## src/rtl/gmii_rx_packer.sv

```systemverilog
// GMII receive stream to 18-bit tagged FIFO words with a timestamp/flags prefix.
// Optional macro RXER_TRUNCATE_EN: gmii_rx_er during a frame truncates it like a queue overflow.
module gmii_rx_packer #(
  parameter logic        PORT_ID = 1'b0,
  parameter int unsigned QDEPTH  = 4
) (
  input  logic        sys_clk,
  input  logic        sys_rst,
  input  logic        gmii_rx_dv,
  input  logic        gmii_rx_er,
  input  logic [7:0]  gmii_rxd,
  input  logic [63:0] global_counter,
  output logic [17:0] fifo_din,
  output logic        fifo_wr_en,
  input  logic        fifo_full,
  output logic [7:0]  rx_count,
  output logic [15:0] drop_count
);

  localparam int unsigned AW = (QDEPTH > 1) ? $clog2(QDEPTH) : 1;
  localparam int unsigned CW = AW + 1;
  localparam logic [1:0] TAG_MID   = 2'b11;
  localparam logic [1:0] TAG_LAST2 = 2'b01;
  localparam logic [1:0] TAG_LAST1 = 2'b10;
  localparam logic [1:0] TAG_TERM  = 2'b00;

  typedef enum logic [2:0] {IDLE, PRE, HDR, DATA, FLUSH, DROP, TERM} state_t;

  state_t        state_q, state_d;
  logic [63:0]   ts_q, ts_d;
  logic [2:0]    hdr_cnt_q, hdr_cnt_d;
  logic [1:0]    flags_tag_q, flags_tag_d;
  logic [7:0]    byte_q, byte_d;
  logic          odd_q, odd_d;
  logic [AW-1:0] wptr_q, wptr_d, rptr_q, rptr_d;
  logic [CW-1:0] qcnt_q, qcnt_d;
  logic [7:0]    rx_count_q, rx_count_d;
  logic [15:0]   drop_count_q, drop_count_d;
  logic [17:0]   q_mem [QDEPTH];

  logic          rx_err_c, active_c, receiving_c;
  logic          push_c, pop_c, retag_c, wr_c, hdr_wr_c, drop_inc_c;
  logic [17:0]   push_word_c, out_word_c;

`ifdef RXER_TRUNCATE_EN
  assign rx_err_c = gmii_rx_er;
`else
  logic unused_rx_er;
  assign unused_rx_er = gmii_rx_er;
  assign rx_err_c     = 1'b0;
`endif

  always_comb begin
    state_d      = state_q;
    ts_d         = ts_q;
    hdr_cnt_d    = hdr_cnt_q;
    flags_tag_d  = flags_tag_q;
    byte_d       = byte_q;
    odd_d        = odd_q;
    wptr_d       = wptr_q;
    rptr_d       = rptr_q;
    qcnt_d       = qcnt_q;
    rx_count_d   = rx_count_q;
    drop_count_d = drop_count_q;
    push_c       = 1'b0;
    push_word_c  = '0;
    pop_c        = 1'b0;
    retag_c      = 1'b0;
    wr_c         = 1'b0;
    hdr_wr_c     = 1'b0;
    drop_inc_c   = 1'b0;
    out_word_c   = '0;
    active_c     = state_q inside {HDR, DATA, FLUSH, TERM};
    receiving_c  = state_q inside {HDR, DATA};

    // Output source: header words first, then queue, then the terminator.
    // While the frame is still arriving the newest word is held back for retagging.
    if (active_c && hdr_cnt_q < 3'd5) begin
      hdr_wr_c = !fifo_full && (hdr_cnt_q != 3'd4 || !receiving_c || qcnt_q != '0);
      case (hdr_cnt_q)
        3'd0:    out_word_c = {TAG_MID, ts_q[63:48]};
        3'd1:    out_word_c = {TAG_MID, ts_q[47:32]};
        3'd2:    out_word_c = {TAG_MID, ts_q[31:16]};
        3'd3:    out_word_c = {TAG_MID, ts_q[15:0]};
        default: out_word_c = {flags_tag_q, 15'h0, PORT_ID};
      endcase
      wr_c = hdr_wr_c;
    end else if (active_c && qcnt_q != '0) begin
      pop_c      = !fifo_full && (!receiving_c || qcnt_q >= CW'(2));
      out_word_c = q_mem[rptr_q];
      wr_c       = pop_c;
    end else if (state_q == TERM) begin
      out_word_c = {TAG_TERM, 16'h0};
      wr_c       = !fifo_full;
    end

    case (state_q)
      IDLE: if (gmii_rx_dv) state_d = PRE;
      PRE: begin
        if (!gmii_rx_dv) begin
          state_d = IDLE;
        end else if (gmii_rxd == 8'hD5) begin
          if (fifo_full) begin
            state_d    = DROP;
            drop_inc_c = 1'b1;
          end else begin
            state_d     = HDR;
            ts_d        = global_counter;
            hdr_cnt_d   = 3'd0;
            flags_tag_d = TAG_MID;
            odd_d       = 1'b0;
          end
        end else if (gmii_rxd != 8'h55) begin
          state_d = DROP;
        end
      end
      HDR, DATA: begin
        if (state_q == HDR && hdr_wr_c && hdr_cnt_q == 3'd4) state_d = DATA;
        if (gmii_rx_dv && rx_err_c) begin
          state_d = TERM;
          odd_d   = 1'b0;
        end else if (gmii_rx_dv) begin
          if (!odd_q) begin
            byte_d = gmii_rxd;
            odd_d  = 1'b1;
          end else begin
            push_c      = 1'b1;
            push_word_c = {TAG_MID, byte_q, gmii_rxd};
            odd_d       = 1'b0;
          end
        end else begin
          state_d = FLUSH;
          if (odd_q) begin
            push_c      = 1'b1;
            push_word_c = {TAG_LAST1, byte_q, 8'h00};
            odd_d       = 1'b0;
          end else if (qcnt_q != '0) begin
            retag_c = 1'b1;
          end else begin
            flags_tag_d = TAG_LAST2;
          end
        end
        // Pushing onto a full queue truncates the frame.
        if (push_c && qcnt_q == CW'(QDEPTH) && !pop_c) begin
          push_c  = 1'b0;
          odd_d   = 1'b0;
          state_d = TERM;
        end
      end
      FLUSH: begin
        if (wr_c && out_word_c[17:16] != TAG_MID) state_d = IDLE;
        else if (hdr_cnt_q == 3'd5 && qcnt_q == '0) state_d = IDLE;
      end
      TERM: if (wr_c && out_word_c[17:16] == TAG_TERM) state_d = gmii_rx_dv ? DROP : IDLE;
      DROP: if (!gmii_rx_dv) state_d = IDLE;
      default: state_d = IDLE;
    endcase

    if (hdr_wr_c) hdr_cnt_d = hdr_cnt_q + 3'd1;
    if (push_c) wptr_d = wptr_q + AW'(1);
    if (pop_c) rptr_d = rptr_q + AW'(1);
    qcnt_d = qcnt_q + CW'(push_c) - CW'(pop_c);
    if (wr_c && out_word_c[17:16] != TAG_MID) rx_count_d = rx_count_q + 8'd1;
    if (wr_c && out_word_c[17:16] == TAG_TERM) drop_inc_c = 1'b1;
    if (drop_inc_c && drop_count_q != 16'hFFFF) drop_count_d = drop_count_q + 16'd1;
  end

  always_ff @(posedge sys_clk or posedge sys_rst) begin
    if (sys_rst) begin
      state_q      <= IDLE;
      ts_q         <= '0;
      hdr_cnt_q    <= '0;
      flags_tag_q  <= TAG_MID;
      byte_q       <= '0;
      odd_q        <= 1'b0;
      wptr_q       <= '0;
      rptr_q       <= '0;
      qcnt_q       <= '0;
      rx_count_q   <= '0;
      drop_count_q <= '0;
    end else begin
      state_q      <= state_d;
      ts_q         <= ts_d;
      hdr_cnt_q    <= hdr_cnt_d;
      flags_tag_q  <= flags_tag_d;
      byte_q       <= byte_d;
      odd_q        <= odd_d;
      wptr_q       <= wptr_d;
      rptr_q       <= rptr_d;
      qcnt_q       <= qcnt_d;
      rx_count_q   <= rx_count_d;
      drop_count_q <= drop_count_d;
    end
  end

  // Queue storage; validity is tracked by the pointers and count.
  always_ff @(posedge sys_clk) begin
    if (push_c) q_mem[wptr_q] <= push_word_c;
    if (retag_c) q_mem[wptr_q - AW'(1)][17:16] <= TAG_LAST2;
  end

  // The write strobe follows fifo_full in the same cycle so no write lands on a full FIFO.
  assign fifo_wr_en = wr_c;
  assign fifo_din   = wr_c ? out_word_c : 18'h0;
  assign rx_count   = rx_count_q;
  assign drop_count = drop_count_q;

endmodule

```

## config.mk

```make
export PLATFORM = sky130hd
export DESIGN_NAME = gmii_rx_packer
export DESIGN_NICKNAME = d
export VERILOG_FILES = /design/src/rtl/gmii_rx_packer.sv
export SDC_FILE = /design/constraint.sdc
export NUM_CORES = 1
export LEC_CHECK = 0
export ABC_AREA = 1
export BUFFER_PORTS_ARGS = -buffer_cell sky130_fd_sc_hd__buf_4
export CORE_ASPECT_RATIO = 0.6
export CORE_MARGIN = 2
export CORE_UTILIZATION = 40
export DETAILED_ROUTE_END_ITERATION = 12
export GPL_TIMING_DRIVEN = 0
export SLEW_MARGIN = 20
export SYNTH_ARGS = -nofsm -noshare
export SYNTH_HDL_FRONTEND = slang
export SYNTH_SLANG_ARGS = --single-unit
```

## constraint.sdc

```tcl
create_clock -name sys_clk -period 4 [get_ports sys_clk]
set_input_delay 0.2 -clock sys_clk [delete_from_list [all_inputs] [get_ports sys_clk]]
set_output_delay 0.2 -clock sys_clk [all_outputs]
set_load 0.03 [all_outputs]
```

# Yosys cells after proc, flatten, opt, wreduce, memory -nomap -nowiden
# Memories as Yosys holds them, arrays and structs flattened.
# Index checks and enable logic that the tools add are counted.
totals:
  ramBits: 72
  regBits: 112
  word_cells: 158
  n_memories: 1
  output_inout_bits: 43
memory_table:
  columns: ["memory", "depth", "word_bits", "read_ports", "rd_ports_with_merged_regs", "write_ports", "line_no", "source"]
  rows:
  - ["q_mem", 4, 18, 1, 0, 1, "39", "logic [17:0] q_mem [QDEPTH];"]
op_classes:
  bitwise_logic: 2
  n_lt_le_gt_ge: 2
  addsub: 8
  n_reduce_logical: 37
  muxes: 67
  n_eq_ne: 30
op_table:
  columns: ["operator", "n"]
  rows:
  - ["$mux 18", 8]
  - ["$pmux 18 s4", 1]
  - ["$mux 3", 18]
  - ["$mux 1", 29]
  - ["$eq 3x3->1 const B", 6]
  - ["$ne 2x2->1 const B", 9]
  - ["$pmux 3 s6", 1]
  - ["$reduce_or 18->1", 1]
  - ["$add 16x1->16 const B", 1]
  - ["$mux 2", 8]
  - ["$ne 16x16->1 const B", 1]
  - ["$eq 3x2->1 const B", 4]
  - ["$logic_and 1x1->1", 12]
  - ["$reduce_and 4->1", 3]
  - ["$reduce_bool 2->1", 5]
  - ["$logic_not 3->1", 3]
  - ["$add 8x1->8 const B", 1]
  - ["$eq 8x8->1 const B", 1]
  - ["$ne 4x4->1 const B", 2]
  - ["$ne 8x7->1 const B", 1]
  - ["$reduce_and 7->1", 1]
  - ["$eq 3x1->1 const B", 2]
  - ["$reduce_and 6->1", 1]
  - ["$add 2x1->2 const B", 2]
  - ["19 further kinds", 25]

# Depth between registers and ports, before layout
# Gate-level depths: netlist (run 1).
logic_depth:
  depth_word: 14
  ltp_mapped: 16
  mapped_depth_nobuf: 15

# Worst setup path after synthesis (run 1)
# Ideal clock, no wire load.
synth_path:
  path_kind: "flip-flop to flip-flop"
  startpoint: "register state_q[2]"
  endpoint: "memory q_mem[1][0] (enable)"
  setup_time_ns: 0.388
  t_arrival_ns: 2.137
  slack_ns: 1.474
  synth_period_minus_slack_ns: 2.526
  path_stages_with_launch: 9
  required_ns: 3.612
  cell_sequence: "dfrtp_1 -> inv_2 -> nand2_4 -> nor2_1 -> nand3_2 -> xor2_1 -> inv_1 -> or2_2 -> nor2_1"
synth_via:
  elab_chain_len: 14
synth_lines:
  columns: ["element", "line_no", "source"]
  rows:
  - ["from (decl)", "29", "state_t state_q, state_d;"]
  - ["from (signal assigned)", "182", "state_q <= state_d;"]
  - ["$eq 3x2->1", "73, 74, 97", null]
  - ["$reduce_bool 2->1", "74", "receiving_c = state_q inside {HDR, DATA};"]
  - ["$logic_not 1->1", "89", "pop_c = !fifo_full && (!receiving_c || qcnt_q >= CW'(2));"]
  - ["$logic_or 1x1->1", "89", null]
  - ["$logic_and 1x1->1", "89", null]
  - ["$mux 1", "88", "end else if (active_c && qcnt_q != '0) begin"]
  - ["$mux 1", "78", "if (active_c && hdr_cnt_q < 3'd5) begin"]
  - ["$logic_not 1->1", "144", "if (push_c && qcnt_q == CW'(QDEPTH) && !pop_c) begin"]
  - ["$logic_and 1x1->1", "144", null]
  - ["$mux 1", "144", null]
  - ["$mux 1", "97", "case (state_q)"]
  - ["$mux 1", "198", "if (push_c) q_mem[wptr_q] <= push_word_c;"]
  - ["$mux 1 (not written as such)", "198", null]
  - ["$mux 2 (no line)", null, null]
  - ["to (decl)", "39", null]
# Several ways; a longest one is shown, not always the timed one.

# Worst setup path in the final report (run 1)
layout_path:
  startpoint: "register hdr_cnt_q[2]"
  endpoint: "output fifo_din[15]"
layout_via:
  elab_chain_len: 6
layout_lines:
  columns: ["element", "line_no", "source"]
  rows:
  - ["from (decl)", "31", "logic [2:0] hdr_cnt_q, hdr_cnt_d;"]
  - ["from (signal assigned)", "184", "hdr_cnt_q <= hdr_cnt_d;"]
  - ["branches (longest 5 deep; another with $pmux 18 s4)", null, null]
  - ["$mux 18 (*)", "204", "assign fifo_din = wr_c ? out_word_c : 18'h0;"]
  - ["to (decl)", "13", "output logic [17:0] fifo_din,"]
# Every way passes the cells marked *.

==> results.ini, run 1 <==
[logic_synthesis]
syn_inst = 1004
synth_top_area_share_pct = 31.5
synth_top_cell_by_area = dfrtp_1
synth_nets = 1092
synth-xor-area-share_pct = 2.69
synth_seq_cells = 183
ys_types = 37
yosysSeqAreaShare_pct = 56.5
synth_mux_area_share_pct = 0
synthAdderAreaFrac_pct = 1.66
synth_top_family_by_area = simple AND/OR/NAND/NOR gates
synth_area_per_cell_sq_um = 8.70
synth_simple_gate_area_share_pct = 25.1
synth_area_leaders = dfrtp_1 31%, edfxtp_1 25%, nand2_1 16%
syn_area_sq_um = 8740
yosys_warnings = 0
synth_compound_area_share_pct = 8.36

[hold_path]
hold_class = in -> reg

[route]
vias_per_cell = 4.97
routed_wl_microns = 25300
drt_drc_violations_left = 0
first_pass_iters = 6
num_vias = 7469
drtIter0Drc = 660
antenna_left = 0
detail_route.wl_per_cell_microns = 16.8

[cts]
cts_sinks = 183
cts_max_path_buffers = 2
cts_root_buf = clkbuf_16
numCtsBuffers = 17
cts_htree_levels = 4
insertion_delay_ps = 440
cts_tree = yes
clk_pin_slew_ps = 70

[timing]
slew_viol_final = 0
worst_pin_slew_ps = 816
period_minus_slack_ps = 3600
fin_setup_tns_ps = 0
setup_viol = 0
hold_viol_final = 0
skew_ps = 11.0
rsz0062_at_grt = no
holdWs_ps = 25.5
max_freq_mhz = 278
finalCritPeriodShare_pct = 89.9
slew_headroom_pct = 45.4

[place]
dpl.hpwl_microns = 18100
io_buffers = 118
finalWeightedCongestion = 0.854
placed_cells = 1406

[worst_setup_path]
end_kind = primary output
cp_max_fo = 10
rrSetupSlack_ps = 1150
critPathRequiredTime_ps = 3800
crit_type = reg -> out
crit_end = fifo_din[15]
reg2reg_from = state_q[0]
reg2regPathDepth = 15
worstSetupStartpointType = flip-flop
startpoint = hdr_cnt_q[2]
crit_arrival_ps = 3400
r2r_end = qcnt_q[2]

[grt]
overflow = 0
antenna_found_initial = 0
grt_max_degree = 73
track_usage_pct = 22.9
grt_pass1_wl_microns = 40300
grt_pass1_vias = 7203

[cells_and_area]
n_antenna_cell = 0
nets = 1298
drive_gt1_share_pct = 15.9
fill_cells = 1990
synthToLayoutAreaGrowth_pct = 29.7
fin_cells = 1502

[floorplan]
ios = 120
dieWidth_microns = 195
dieArea_sq_um = 23100
fp-row-count = 41
initial_core_util_pct = 41.2
core_area_sq_um = 21200
die_h_microns = 118

[job]
max_cap_viol_count = 0

[pwr]
power_density_nw_per_um2 = 471
peakVddDrop_v = 0.000322
p_leak_nw = 5.47

[status]
status = complete, no violations

## power breakdown
| part | leakage, nW | switching [mW] | internal [mW] | total [mW] |
|---|---|---|---|---|
| registers | 2.19 | 0.113 | 2.06 | 2.17 |
| clock network | 0.295 | 0.755 | 1.05 | 1.81 |
| logic | 2.99 | 0.891 | 0.463 | 1.35 |
| total | 5.47 | 1.76 | 3.58 | 5.34 |
## critical path, stage by stage (launching register included)
cell and delay [ps]:
dfrtp_1 430, inv_1 130, clkbuf_1 380, ha_1 220
clkbuf_1 420, clkbuf_1 420, nand2_1 110, o21ai_0 120
a221oi_1 100, o21ai_0 310, nand2_1 100, inv_1 60
buf_4 150
## cells in the final DEF (no fill, tap or decap), types with 11 or more instances in the layout
master	n
o21ai_0	83
edfxtp_1	72
dfrtp_1	110
a221oi_1	16
clkbuf_16	17
nor2_1	82
xnor2_1	11
clkbuf_1	30
nand3_1	36
buf_4	118
dlygate4sd3_1	64
xor2_1	14
nand2_1	372
o22ai_1	17
inv_1	75
## cell usage after synthesis
library cell  number
a21oi_1            5
a221oi_1          16
buf_1              3
buf_2              7
buf_6              3
clkbuf_1          28
clkinv_1           1
dfrtp_1          110
dfstp_2            1
edfxtp_1          72
fa_1               1
ha_1              10
inv_1             76
inv_2              5
nand2_1          372
nand2_2            5
nand2_4            6
nand3_1           36
nand3_2            2
nand3_4            1
nand3b_1           1
nand4_1            9
nor2_1            86
nor2_2             1
nor2_8             1
nor3_1            10
nor4_1             1
o21ai_0           83
o21ai_1            4
o21ai_2            1
o21bai_1           1
o22ai_1           17
o31ai_1            1
or2_2              2
xnor2_1           11
xnor2_2            1
xor2_1            14
## worst min-delay path by stage
stage                             from         end  slack, ps  cells after the start
global route        global_counter[24]    ts_q[24]         40                      3
global placement    global_counter[23]    ts_q[23]        400                      3
finish              global_counter[24]    ts_q[24]         30                      3
detailed placement             sys_rst  state_q[0]        230                      2
CTS                 global_counter[24]    ts_q[24]          4                      3
floorplan            global_counter[0]     ts_q[0]        310                      2
## routing by layer
metal  wire length (microns)  global-route usage [%]  vias to the layer above  part of all wire, %
li1                        -                       -                     3677                    -
met1                   13000                    35.4                     3542                   51
met2                   10200                    31.5                      222                   40
met3                    1720                    5.51                       28                  6.8
met4                     431                    6.35                        0                  1.7
met5                       0                       0                        -                    0
## area by class of cell
class / count / area [sq um] / area share (%)
clock inverters: 13 / 191 / 1.69
multi-input cells: 698 / 3320 / 29.3
well taps: 279 / 349 / 3.08
repair buffers: 187 / 1610 / 14.2
inverters: 82 / 313 / 2.76
plain buffers: 41 / 185 / 1.63
flip-flops and latches: 183 / 4940 / 43.6
clock buffers: 19 / 433 / 3.82
## kinds of logic after synthesis
logic type | Yosys count
adder cells (fa/ha/maj) | 11
AO/OA/AOI/OAI | 128
flip-flops | 183
buffers and inverters | 123
XOR/XNOR | 26
AND/OR/NAND/NOR | 533
## sequential cells by signal, summed over array words and instances (netlist names)
register,cells
flags_tag_q,1
byte_q,8
ts_q,64
q_mem,72
rptr_q,2
hdr_cnt_q,3
odd_q,1
wptr_q,2
qcnt_q,3
state_q,3
drop_count,16
rx_count,8
## repair_timing
item,in CTS,in global routing
hold buffers,64,0
buffers inserted,0,0
hold endpoints to repair,101,0
gates resized for setup,0,0
## through the flow
step	total power [mW]	setup WS, ps	util [%]	area [sq um]
after floorplan	3.03	871	-	8740
after CTS	5.35	422	53.4	11300
after global routing	5.61	89.4	53.4	11300
after global placement	3.48	-640	47.0	9970
after detailed placement	3.50	915	47.4	10100
final	5.34	403	53.4	11300
(Power assumes the default switching activity.)
==> inputs of run 2 (changes only) <==
--- a/constraint.sdc
+++ b/constraint.sdc
@@ -3,2 +3,2 @@
 set_output_delay 0.2 -clock sys_clk [all_outputs]
-set_load 0.03 [all_outputs]
+set_load 0.1 [all_outputs]
==> run 2 against run 1 <==
Against the previous run: core utilization about the same; setup slack got worse by 5.9 ps; clock-buffer cell count did not move; clock skew is the same; clock power hardly changed; via count is essentially flat; sequential power about the same; register-to-register slack barely moved; combinational power grew 12%; worst hold slack barely moved; non-clock buffer count is the same; largest cell class unchanged; largest power group unchanged; highest routed layer unchanged.
==> results.ini, run 2 (synthesized netlist as in run 1, its figures left out) <==
[timing]
setup_viol = 0  ; unchanged
slew_viol_final = 0  ; unchanged
period_minus_slack_ps = 3600  ; +5.87 ps
rsz0062_at_grt = no
worst_pin_slew_ps = 818  ; +2.12 ps
finalCritPeriodShare_pct = 90.1  ; +0.15 points
holdWs_ps = 25.6  ; +0.0600 ps
hold_viol_final = 0  ; unchanged
slew_headroom_pct = 45.3  ; -0.14 points
setup_slack_ps = 398  ; -5.87 ps
max_freq_mhz = 278  ; -0.16%
skew_ps = 11.0  ; unchanged

[cells_and_area]
largest_reg_flops = 72  ; unchanged
synthToLayoutAreaGrowth_pct = 29.7  ; about the same
nets = 1298  ; unchanged
fill_cells = 1991  ; +0.050%
largest_register = q_mem
drive_gt1_share_pct = 15.9  ; +0.082 points
n_antenna_cell = 0  ; unchanged
final_common_cell = nand2_1
final_cell_mix = 372 x nand2_1, 118 x buf_4, 110 x dfrtp_1, 83 x o21ai_0, 82 x nor2_1
fin_cells = 1502  ; unchanged

[floorplan]
die_h_microns = 118  ; unchanged
fp-row-count = 41  ; unchanged
core_area_sq_um = 21200  ; unchanged
dieArea_sq_um = 23100  ; unchanged
initial_core_util_pct = 41.2  ; unchanged
dieWidth_microns = 195  ; unchanged
ios = 120  ; unchanged

[cts]
cts_sinks = 183  ; unchanged
cts_htree_levels = 4  ; unchanged
numCtsBuffers = 17  ; unchanged
cts_tree = yes
insertion_delay_ps = 440  ; about the same
cts_root_buf = clkbuf_16
cts_max_path_buffers = 2  ; unchanged
clk_pin_slew_ps = 70  ; about the same

[worst_setup_path]
rrSetupSlack_ps = 1150  ; about the same
critPathRequiredTime_ps = 3800  ; about the same
worstSetupStartpointType = flip-flop
crit_arrival_ps = 3400  ; about the same
reg2reg_from = state_q[0]
cp_max_fo = 10  ; unchanged
end_kind = primary output
reg2regPathDepth = 15  ; unchanged
r2r_end = qcnt_q[2]
crit_type = reg -> out

[pwr]
power_mw = 5.49  ; +3.0%
p_leak_nw = 5.47  ; about the same
peakVddDrop_v = 0.000322  ; about the same
power_density_nw_per_um2 = 485  ; +3.0%

[route]
vias_per_cell = 4.98  ; about the same
antenna_left = 0  ; unchanged
num_vias = 7476  ; +0.094%
first_pass_iters = 6  ; unchanged
drt_drc_violations_left = 0  ; unchanged
routed_wl_microns = 25300  ; about the same
detail_route.wl_per_cell_microns = 16.8  ; about the same
drtIter0Drc = 660  ; unchanged

[job]
max_cap_viol_count = 0  ; unchanged

[hold_path]
min-delay-start = global_counter[24]
hold_class = in -> reg
hold_end = ts_q[24]
min_path_cells = 3  ; unchanged

[grt]
overflow = 0  ; unchanged
track_usage_pct = 22.9  ; unchanged
grt_max_degree = 73  ; unchanged
grt_pass1_vias = 7203  ; unchanged
grt_pass1_wl_microns = 40300  ; unchanged
antenna_found_initial = 0  ; unchanged

[place]
finalWeightedCongestion = 0.854  ; unchanged
placed_cells = 1406  ; unchanged
dpl.hpwl_microns = 18100  ; unchanged
post-place-ws_ps = 784  ; -131 ps
io_buffers = 118  ; unchanged

[status]
status = complete, no violations

-- run 2: how the worst max path moves through the flow --
stage	start	to	slack [ps]	cells past startpoint
floorplan	sys_rst	byte_q[0]	870	1
global route	hdr_cnt_q[2]	fifo_din[15]	120	12
finish	hdr_cnt_q[2]	fifo_din[14]	400	12
detailed placement	hdr_cnt_q[2]	fifo_din[15]	780	12
CTS	hdr_cnt_q[2]	fifo_din[15]	290	12
global placement	sys_rst	rx_count[2]	-640	2
-- run 2: report_power, final --
part           internal, mW  switching [mW]
combinational         0.464            1.05
clock                  1.05           0.754
sequential             2.06           0.113
total                  3.58            1.92
-- run 2: repair_timing --
| action | CTS | global route |
|---|---|---|
| setup buffers | 0 | 0 |
| hold buffers | 64 | 0 |
| resized for setup | 0 | 2 |
| endpoints found under the hold margin | 101 | 0 |
| endpoints found under the setup margin | 0 | 3 |
-- run 2: critical path, stage by stage (launching register included) --
cell and delay, ps:
dfrtp_1 430, inv_1 130, clkbuf_1 380, ha_1 220, clkbuf_1 430, clkbuf_2 330, nand2_1 70, o21ai_0 100
a221oi_1 90, o21ai_0 340, nand2_1 90, inv_1 70, buf_4 280
-- run 2: final cells by class --
type	count	area, sq um	share of cell area, %
repair buffers	187	1610	14.2
multi-input cells	698	3320	29.2
inverters	82	313	2.76
plain buffers	41	186	1.64
clock buffers	19	433	3.82
flip-flops and latches	183	4940	43.6
well taps	279	349	3.08
clock inverters	13	191	1.69
-- run 2: per-stage QoR --
| step | TNS [ps] | util [%] | cell area, sq um |
|---|---|---|---|
| finish | 0 | 53.4 | 11300 |
| global placement | -68120 | 47.0 | 9970 |
| CTS | 0 | 53.4 | 11300 |
| floorplan | 0 | - | 8740 |
| detailed placement | 0 | 47.4 | 10100 |
| global route | 0 | 53.4 | 11300 |
-- run 2: metal layers --
layer	share of wire [%]	track usage [%]
met1	51	35.4
met2	40	31.5
met3	6.8	5.51
met4	1.7	6.35
met5	0	0
==> inputs of run 3 (changes only) <==
- PLACE_DENSITY: default -> 0.61
==> run 3 against run 2 <==
Against the previous run: clock skew about the same; highest routed layer unchanged; largest cell class unchanged; first-iteration DRC count down 3.3%; critical path depth unchanged.
==> results.ini, run 3 (synthesized netlist as in run 1, its figures left out) <==
[status]
status = complete, no violations

[timing]
finalCritPeriodShare_pct = 93.7  ; +3.6 points
rsz0062_at_grt = no
hold_viol_final = 0  ; unchanged
period_minus_slack_ps = 3750  ; +144 ps
slew_headroom_pct = 48.1  ; +2.9 points
setup_viol = 0  ; unchanged
fin_setup_tns_ps = 0  ; unchanged
max_freq_mhz = 267  ; -3.8%
slew_viol_final = 0  ; unchanged
skew_ps = 11.3  ; +0.311 ps
worst_pin_slew_ps = 775  ; -42.8 ps

[route]
detail_route.wl_per_cell_microns = 16.8  ; -0.30%
num_vias = 7510  ; +0.45%
antenna_left = 0  ; unchanged
first_pass_iters = 5  ; -1
drtIter0Drc = 638  ; -3.3%
vias_per_cell = 5.01  ; +0.59%
drt_drc_violations_left = 0  ; unchanged
routed_wl_microns = 25200  ; -0.43%

[worst_setup_path]
end_kind = primary output
worstSetupStartpointType = flip-flop
cp_slowest_cell = dfrtp_1
cp_top_family = buffers and inverters
rrSetupSlack_ps = 1160  ; about the same
crit_arrival_ps = 3550  ; +150 ps
crit_chain = inv_1 -> clkbuf_1 -> ha_1 -> clkbuf_1 -> clkbuf_1 -> nand2_1 -> o21ai_0 -> a221oi_1 -> o21ai_0 -> nand2_1 -> inv_1 -> buf_4
cp.buffers_inverters = 6  ; unchanged
cp_max_fo = 10  ; unchanged
slowest_delay_ps = 430  ; about the same
critPathRequiredTime_ps = 3800  ; about the same
crit_type = reg -> out
path_common_cell = clkbuf_1

[cells_and_area]
fill_cells = 1959  ; -1.6%
final_common_cell = nand2_1
nets = 1297  ; -0.077%
n_antenna_cell = 0  ; unchanged
largest_register = q_mem
multi_input_area_sq_um = 3320  ; unchanged
drive_gt1_share_pct = 16.0  ; +0.026 points
synthToLayoutAreaGrowth_pct = 28.9
regArea_sq_um = 4940  ; unchanged
fin_cells = 1500  ; -0.13%
largest_reg_flops = 72  ; unchanged
final_cell_mix = 372 x nand2_1, 118 x buf_4, 110 x dfrtp_1, 83 x o21ai_0, 82 x nor2_1

[grt]
grt_max_degree = 78  ; +6.8%
grt_pass1_wl_microns = 40000  ; -0.72%
track_usage_pct = 22.6  ; -0.25 points
grt_pass1_vias = 7396  ; +2.7%
antenna_found_initial = 0  ; unchanged
overflow = 0  ; unchanged

[floorplan]
core_area_sq_um = 21200  ; unchanged
die_h_microns = 118  ; unchanged
initial_core_util_pct = 41.2  ; unchanged
dieWidth_microns = 195  ; unchanged
fp-row-count = 41  ; unchanged
ios = 120  ; unchanged
dieArea_sq_um = 23100  ; unchanged

[cts]
numCtsBuffers = 17  ; unchanged
cts_htree_levels = 4  ; unchanged
post_cts_resized = 0  ; unchanged
insertion_delay_ps = 440  ; about the same
cts_max_path_buffers = 2  ; unchanged
cts_tree = yes
cts_sinks = 183  ; unchanged
clk_pin_slew_ps = 80  ; about the same
cts_root_buf = clkbuf_16

[place]
finalWeightedCongestion = 0.869  ; +1.7%
io_buffers = 118  ; unchanged
dpl.hpwl_microns = 18200  ; +0.81%
placed_cells = 1406  ; unchanged

[pwr]
p_leak_nw = 5.45  ; -0.52%
peakVddDrop_v = 0.000314  ; -2.5%
power_mw = 5.32  ; -3.2%
power_density_nw_per_um2 = 472  ; -2.6%

[job]
max_cap_viol_count = 0  ; unchanged

[hold_path]
hold_class = in -> reg

-- run 3: report_power, final --
group	switching, mW	leakage (nW)	internal, mW	total (mW)
Sequential	0.114	2.19	2.06	2.17
Combinational	1.06	2.99	0.464	1.52
Clock	0.807	0.274	0.822	1.63
-- run 3: worst paths after layout --
path	start	end	cells past startpoint
max reg2reg	state_q[0]	qcnt_q[2]	15
min	global_counter[24]	ts_q[24]	3
max	hdr_cnt_q[2]	fifo_din[15]	12
min reg2reg	rx_count[7]	rx_count[7]	1
min in group asynchronous	sys_rst	drop_count[1]	3
max in group asynchronous	sys_rst	rx_count[4]	4
-- run 3: routing by layer --
layer  up-vias  routed length, microns  GRT usage, %
met5         -                       0             0
met4         0                     331          5.58
met3        24                    2050          6.99
met2       258                   10300          31.5
met1      3559                   12500          34.0
li1       3669                       -             -
-- run 3: tightest hold or removal path, cell delays in order --
cell and delay (ps):
buf_4 80, nand2_1 60, o21ai_0 80
-- run 3: area by class of cell --
| cell class | instances | area share [%] |
|---|---|---|
| plain buffers | 41 | 1.64 |
| inverters | 82 | 2.78 |
| clock inverters | 14 | 1.23 |
| flip-flops and latches | 183 | 43.9 |
| clock buffers | 17 | 3.78 |
| repair buffers | 186 | 14.2 |
| well taps | 279 | 3.10 |
| multi-input cells | 698 | 29.4 |
-- run 3: metrics by stage --
stage	area (sq um)	hold slack [ps]	worst slack [ps]	utilization, %
floorplan	8740	310	871	-
global placement	9970	396	-629	47.0
detailed placement	10100	217	812	47.4
CTS	11300	0.800	326	53.0
global route	11300	16.4	21.5	53.0
finish	11300	12.8	254	53.0
-- run 3: what timing repair did --
action / CTS / global route
endpoints found under the hold margin: 95 / 0
hold buffers: 63 / 0
buffers inserted: 0 / 0
